$ cat src/rtl/m_macandn_filt.sv
// Wide all-ones decode: six-input AND leaf tree (optionally pipelined) feeding a
// consecutive-cycle qualification filter. Define MACANDN_STICKY_EN for CLR/QS.
module m_macandn_filt #(
  parameter int WIDTH  = 36,
  parameter int PIPE   = 1,
  parameter int FILTER = 1
) (
  input  logic             MasterClock,
  input  logic             RESETL,
  input  logic [WIDTH-1:0] A,
  input  logic             EN,
`ifdef MACANDN_STICKY_EN
  input  logic             CLR,
  output logic             QS,
`endif
  output logic             Q,
  output logic             QR
);

  localparam int L  = (PIPE == 0 || WIDTH <= 6) ? 1 : (WIDTH <= 36) ? 2 : 3;
  localparam int N1 = (WIDTH + 5) / 6;
  localparam int CW = $clog2(FILTER + 1);
  localparam logic [CW-1:0] FMAX = CW'(FILTER);

  // Leaf cell: NAND followed by an inverter.
  function automatic logic leaf6(input logic [5:0] x);
    logic nand_n;
    nand_n = ~&x;
    return ~nand_n;
  endfunction

  logic [6*N1-1:0] a_pad;
  logic [N1-1:0]   lvl1_c;
  logic            r_d;
  logic            r_q;

  always_comb begin
    a_pad = '1;
    a_pad[WIDTH-1:0] = A;
    for (int i = 0; i < N1; i++) lvl1_c[i] = leaf6(a_pad[6*i +: 6]);
  end

  generate
    if (PIPE == 0) begin : g_comb
      localparam int N2 = (N1 + 5) / 6;
      logic [6*N2-1:0] l1_pad;
      logic [N2-1:0]   lvl2_c;
      logic [5:0]      l2_pad;
      always_comb begin
        l1_pad = '1;
        l1_pad[N1-1:0] = lvl1_c;
        for (int i = 0; i < N2; i++) lvl2_c[i] = leaf6(l1_pad[6*i +: 6]);
        l2_pad = '1;
        l2_pad[N2-1:0] = lvl2_c;
        r_d = leaf6(l2_pad);
      end
    end else if (L == 1) begin : g_l1
      assign r_d = lvl1_c[0];
    end else if (L == 2) begin : g_l2
      logic [N1-1:0] lvl1_q;
      logic [5:0]    l1_pad;
      always_ff @(posedge MasterClock) begin
        if (!RESETL) lvl1_q <= '0;
        else         lvl1_q <= lvl1_c;
      end
      always_comb begin
        l1_pad = '1;
        l1_pad[N1-1:0] = lvl1_q;
        r_d = leaf6(l1_pad);
      end
    end else begin : g_l3
      localparam int N2 = (N1 + 5) / 6;
      logic [N1-1:0]   lvl1_q;
      logic [6*N2-1:0] l1_pad;
      logic [N2-1:0]   lvl2_c;
      logic [N2-1:0]   lvl2_q;
      logic [5:0]      l2_pad;
      always_ff @(posedge MasterClock) begin
        if (!RESETL) begin
          lvl1_q <= '0;
          lvl2_q <= '0;
        end else begin
          lvl1_q <= lvl1_c;
          lvl2_q <= lvl2_c;
        end
      end
      always_comb begin
        l1_pad = '1;
        l1_pad[N1-1:0] = lvl1_q;
        for (int i = 0; i < N2; i++) lvl2_c[i] = leaf6(l1_pad[6*i +: 6]);
        l2_pad = '1;
        l2_pad[N2-1:0] = lvl2_q;
        r_d = leaf6(l2_pad);
      end
    end
  endgenerate

  always_ff @(posedge MasterClock) begin
    if (!RESETL) r_q <= 1'b0;
    else         r_q <= r_d;
  end

  logic [CW-1:0] cnt_q, cnt_d;
  logic          qr_q, qr_d;

  // Any false sample or EN low restarts qualification; the count saturates.
  always_comb begin
    cnt_d = cnt_q;
    if (!EN || !r_q)        cnt_d = '0;
    else if (cnt_q < FMAX)  cnt_d = cnt_q + CW'(1);
    qr_d = (cnt_d == FMAX) && (cnt_q != FMAX);
  end

  always_ff @(posedge MasterClock) begin
    if (!RESETL) begin
      cnt_q <= '0;
      qr_q  <= 1'b0;
    end else begin
      cnt_q <= cnt_d;
      qr_q  <= qr_d;
    end
  end

  assign Q  = (cnt_q == FMAX);
  assign QR = qr_q;

`ifdef MACANDN_STICKY_EN
  logic qs_q, qs_d;

  // Set has priority over clear when both land on the same edge.
  always_comb begin
    qs_d = qs_q;
    if (qr_q)     qs_d = 1'b1;
    else if (CLR) qs_d = 1'b0;
  end

  always_ff @(posedge MasterClock) begin
    if (!RESETL) qs_q <= 1'b0;
    else         qs_q <= qs_d;
  end

  assign QS = qs_q;
`endif

endmodule

$ cat config.mk
export PLATFORM = sky130hd
export DESIGN_NAME = m_macandn_filt
export DESIGN_NICKNAME = d
export VERILOG_FILES = /design/src/rtl/m_macandn_filt.sv
export SDC_FILE = /design/constraint.sdc
export NUM_CORES = 1
export LEC_CHECK = 0
export CAP_MARGIN = 20
export CORE_MARGIN = 3
export CORE_UTILIZATION = 22
export CTS_CLUSTER_DIAMETER = 40
export DETAILED_ROUTE_END_ITERATION = 8
export GPL_ROUTABILITY_DRIVEN = 0
export GPL_TIMING_DRIVEN = 0
export PLACE_DENSITY = 0.78
export SLEW_MARGIN = 20
export SYNTH_ARGS = -nofsm -noshare
export SYNTH_HDL_FRONTEND = slang
export SYNTH_SLANG_ARGS = --single-unit
export TNS_END_PERCENT = 5
$ cat constraint.sdc
create_clock -name MasterClock -period 0.9 [get_ports MasterClock]
set_input_delay 0.135 -clock MasterClock [delete_from_list [all_inputs] [get_ports MasterClock]]
set_output_delay 0.135 -clock MasterClock [all_outputs]
set_load 0.01 [all_outputs]
### Word-level counts from Yosys, hierarchy flattened

Cells that the tools add are included.

* memories: 0
* output and inout bits: 2
* bits in registers: 9
* word-level logic and storage cells: 20
* bits in writable memories: 0
* ROM bits: 0
* input port bits: 39
* bits in latches: 0

* $mul: 0
* reduce and logical (&&, ||, !) cells: 11
* equality and inequality tests: 0
* shifts and indexed selects: 0
* muxes and demuxes: 2
* div/mod/pow operators: 0
* $add $sub $neg: 1
* bitwise gates (word level): 1
* magnitude comparators: 1

Operator list (number)
* 6-bit AND reduction: 7
* 1-bit zero test: 2
* 1-bit 2-to-1 mux: 2
* 1-bit adder, second input constant: 1
* 1-bit logical AND: 1
* 1-bit logical OR: 1
* 1-bit < comparator, second input constant: 1
* 1-bit NOT: 1

### Depth between registers and ports, before layout

* depth in word-level cells: 4
* gate-level depth with buffers: 2
* mapped depth without buffers: 2

### Least setup slack after synthesis

No wires, ideal clock.

* kind: register -> register
* from: register r_q
* to: register qr_q (netlist: QR)
* stages on the path, launching flop included: 3
* clock period less this slack: 655 ps
* required time: 786 ps
* arrival: 541 ps
* setup time: 114 ps
* slack: 245 ps
* buffers on the path: 0
* path through: dfxtp_1 > and3_1 > and2b_1

* word-level cells in the longest chain between the ends: 4

Ends and longest elaborated chain
* start: declaration: RTL line 35 `logic r_q;`
* start signal: assignment: RTL line 100 `else r_q <= r_d;`
* 1-bit zero test: RTL line 109 `if (!EN || !r_q) cnt_d = '0;`
* 1-bit logical OR: RTL line 109
* 1-bit 2-to-1 mux: RTL line 109
* 1-bit logical AND: RTL line 111 `qr_d = (cnt_d == FMAX) && (cnt_q != FMAX);`
* end signal: assignment: RTL line 120 `qr_q <= qr_d;`
* end: declaration: RTL line 104 `logic qr_q, qr_d;`

No other way between the ends.
A chain may end at the register's enable or synchronous reset.

### Worst setup path in the final report

* from: register cnt_q (netlist: Q)
* to: output port Q

RTL lines
* start: declaration: RTL line 103 `logic [CW-1:0] cnt_q, cnt_d;`
* start signal: assignment: RTL line 119 `cnt_q <= cnt_d;`
* end: declaration: RTL line 16 `output logic Q,`

No word-level cell between the ends.

==> flow_metrics.tcl <==
set metrics [dict create \
    crit_type "register to output port" \
    critPathMaxStageDelay_ns 0.32 \
    yosysUniqueCellTypes 6 \
    cp.buffers_inverters 1 \
    cts_buffer_depth 2 \
    vias 413 \
    cts_root_buf "clkbuf_4" \
    layoutNonFillerInstCount 90 \
    die_w_um 42.9 \
    irDropWorstVdd_mv 0.646 \
    switching_share_pct 19.4 \
    tightest_slew_ns 0.276 \
    timing.hold.ws_ns 0.399 \
    cp_top_family "flip-flops" \
    clock_sinks 9 \
    setup_viol 0 \
    portBuffers 40 \
    drtIter0Drc 0 \
    cp_data_required_time_ns 0.76 \
    crit_chain "buf_2" \
    p_comb_share_pct 19.9 \
    clkPwrFrac_pct 35.1 \
    reg2reg_from "r_q$_SDFF_PN0_" \
    cp.arrival_ns 0.70 \
    p_per_area_nw_per_um2 1220 \
    drtPass1Iterations 1 \
    cts_post_setup_buffers_inserted 0 \
    rsz0062_at_grt "no" \
    cts_buffers 3 \
    start_util_pct 25.2 \
    place_area_um2 717 \
    finalHoldViolCount 0 \
    startpoint "Q$_SDFF_PN0_" \
    period_share_pct 93.0 \
    final_cell_area_um2 732 \
    dieArea_um2 1840 \
    synth-seq-cells 9 \
    netlist_instances 32 \
    maxCapViolations 0 \
    grt_pass1_vias 417 \
    p_seq_share_pct 45.0 \
    r2r_setup_slack_ns 0.22 \
    place_inst 86 \
    maxSlewViolCount 0 \
    hold_class "input pin to register" \
    power_leakage_uw 0.000276 \
    cp_slowest_cell "dfxtp_1" \
    core-area_um2 1190 \
    hold_buffers 0 \
    worstSkewPairLatency_ns 0.26 \
    overflow 0 \
    cp_max_fo 2 \
    crit_cells 1 \
    drc 0 \
    endpoint "Q" \
    wl_um 949 \
    pin_count 41 \
    antenna_found_initial 0 \
    worstSetupEndpointType "output port" \
    p_int_uw 718 \
    status "finished, final reports clean" \
    max_freq_mhz 1190 \
    ys_warn_count 0 \
    path_clk_slew_ns 0.06 \
    antennaDiodeCount 0 \
    grt_pass1_wl_mm 1.51 \
    grt_max_degree 9 \
    period_needed_ns 0.837 \
    syn_avg_cell_area_um2 9.34 \
    clock_skew_ns 0.00230 \
    postRouteAntennaNets 0 \
    cts_max_level 1 \
    r2r-end "QR$_SDFF_PN0_" \
    vias_per_cell 4.59 \
    cp-start-kind "register" \
    wl_per_cell_um 10.5 \
    ys_seq_area_share_pct 60.3 \
    max-slew-margin-rel_pct 81.6 \
    area_delta_synth_final_pct 145 \
    fin_ws_ns 0.0631 \
    layout-drive-gt1-share_pct 6.58 \
    p_sw_uw 172 \
    syn_area_um2 299 \
    fin_nets 116 \
    syn_nets 71 \
    worst_r2r_path_depth 2 \
    cts_tree "built" \
    dp_slack_ns -0.331 \
    rows 12 \
    grt.total_usage_pct 11.4 \
    dieHeight_um 42.9 \
]
-- sequential cells by signal, indices dropped and copies added, names as in the netlist --
| name | flops |
|---|---|
| g_l2.l1_pad | 6 |
| Q | 1 |
| QR | 1 |
| r_q | 1 |
-- power by group through the flow --
stage / Combinational [uW] / Sequential [uW] / Clock (uW)
global route: 190 / 400 / 356
CTS: 180 / 400 / 333
floorplan: 10.6 / 409 / 0
detailed placement: 181 / 409 / 0
global placement: 177 / 409 / 0
finish: 177 / 400 / 313
-- cell type report --
| type | instances | area [um^2] |
|---|---|---|
| multi-input cells | 23 | 119 |
| repair buffers | 40 | 389 |
| well taps | 14 | 17.5 |
| flip-flops and latches | 9 | 180 |
| clock buffers | 4 | 26.3 |
| fillers | 124 | 454 |
-- routing by layer --
layer	global-route usage, %	part of all wire (%)	wire, um
met2	20.4	50	477
met1	9.09	30	280
met5	0	0	0
met4	3.73	1.2	11
met3	9.32	19	179
-- cells in the final DEF, fill, tap and decap left out, drive strengths merged --
cell type | synthesis | layout
nand4 | 7 | 7
nand3 | 7 | 7
clkbuf | 0 | 4
and3 | 1 | 1
buf | 0 | 2
clkdlybuf4s50 | 0 | 37
nor2 | 7 | 7
dfxtp | 9 | 9
dlygate4sd2 | 0 | 1
and2b | 1 | 1
-- synthesized netlist by cell type --
master   instances  area (um^2)
and3_1           1         6.26
nand4_1          7         43.8
and2b_1          1         7.51
nor2_1           7         26.3
nand3_1          7         35.0
dfxtp_1          9          180
-- stage by stage --
| stage | util (%) | setup TNS [ns] | power (uW) |
|---|---|---|---|
| after global routing | 61.7 | 0 | 946 |
| after global placement | 60.4 | -2.13 | 586 |
| final | 61.7 | 0 | 890 |
| after detailed placement | 60.4 | -1.95 | 590 |
| after CTS | 61.7 | 0 | 912 |
| after floorplan | - | 0 | 420 |
-- worst min-delay path by stage --
stage | startpoint | end | slack (ns) | cells past startpoint
2_1_floorplan | A[1] | g_l2.l1_pad[0]$_SDFF_PN0_ | 0.26 | 2
3_3_place_gp | g_l2.l1_pad[1]$_SDFF_PN0_ | r_q$_SDFF_PN0_ | 0.42 | 2
3_5_place_dp | g_l2.l1_pad[1]$_SDFF_PN0_ | r_q$_SDFF_PN0_ | 0.43 | 2
4_1_cts | RESETL | g_l2.l1_pad[3]$_SDFF_PN0_ | 0.40 | 3
5_1_grt | A[8] | g_l2.l1_pad[1]$_SDFF_PN0_ | 0.41 | 3
6_report | RESETL | g_l2.l1_pad[3]$_SDFF_PN0_ | 0.40 | 3
-- kinds of logic (layout without fill, tap and decap cells) --
family	Yosys count	in the layout	share of synthesized area (%)
AND/OR/NAND/NOR	23	23	39.8
flip-flops	9	9	60.3
buffers and inverters	0	44	0
-- repair_timing --
action,4_1_cts,5_1_grt
resized for setup,9,0
setup endpoints to repair,3,0
hold endpoints to repair,0,0
(Power assumes the default switching activity.)
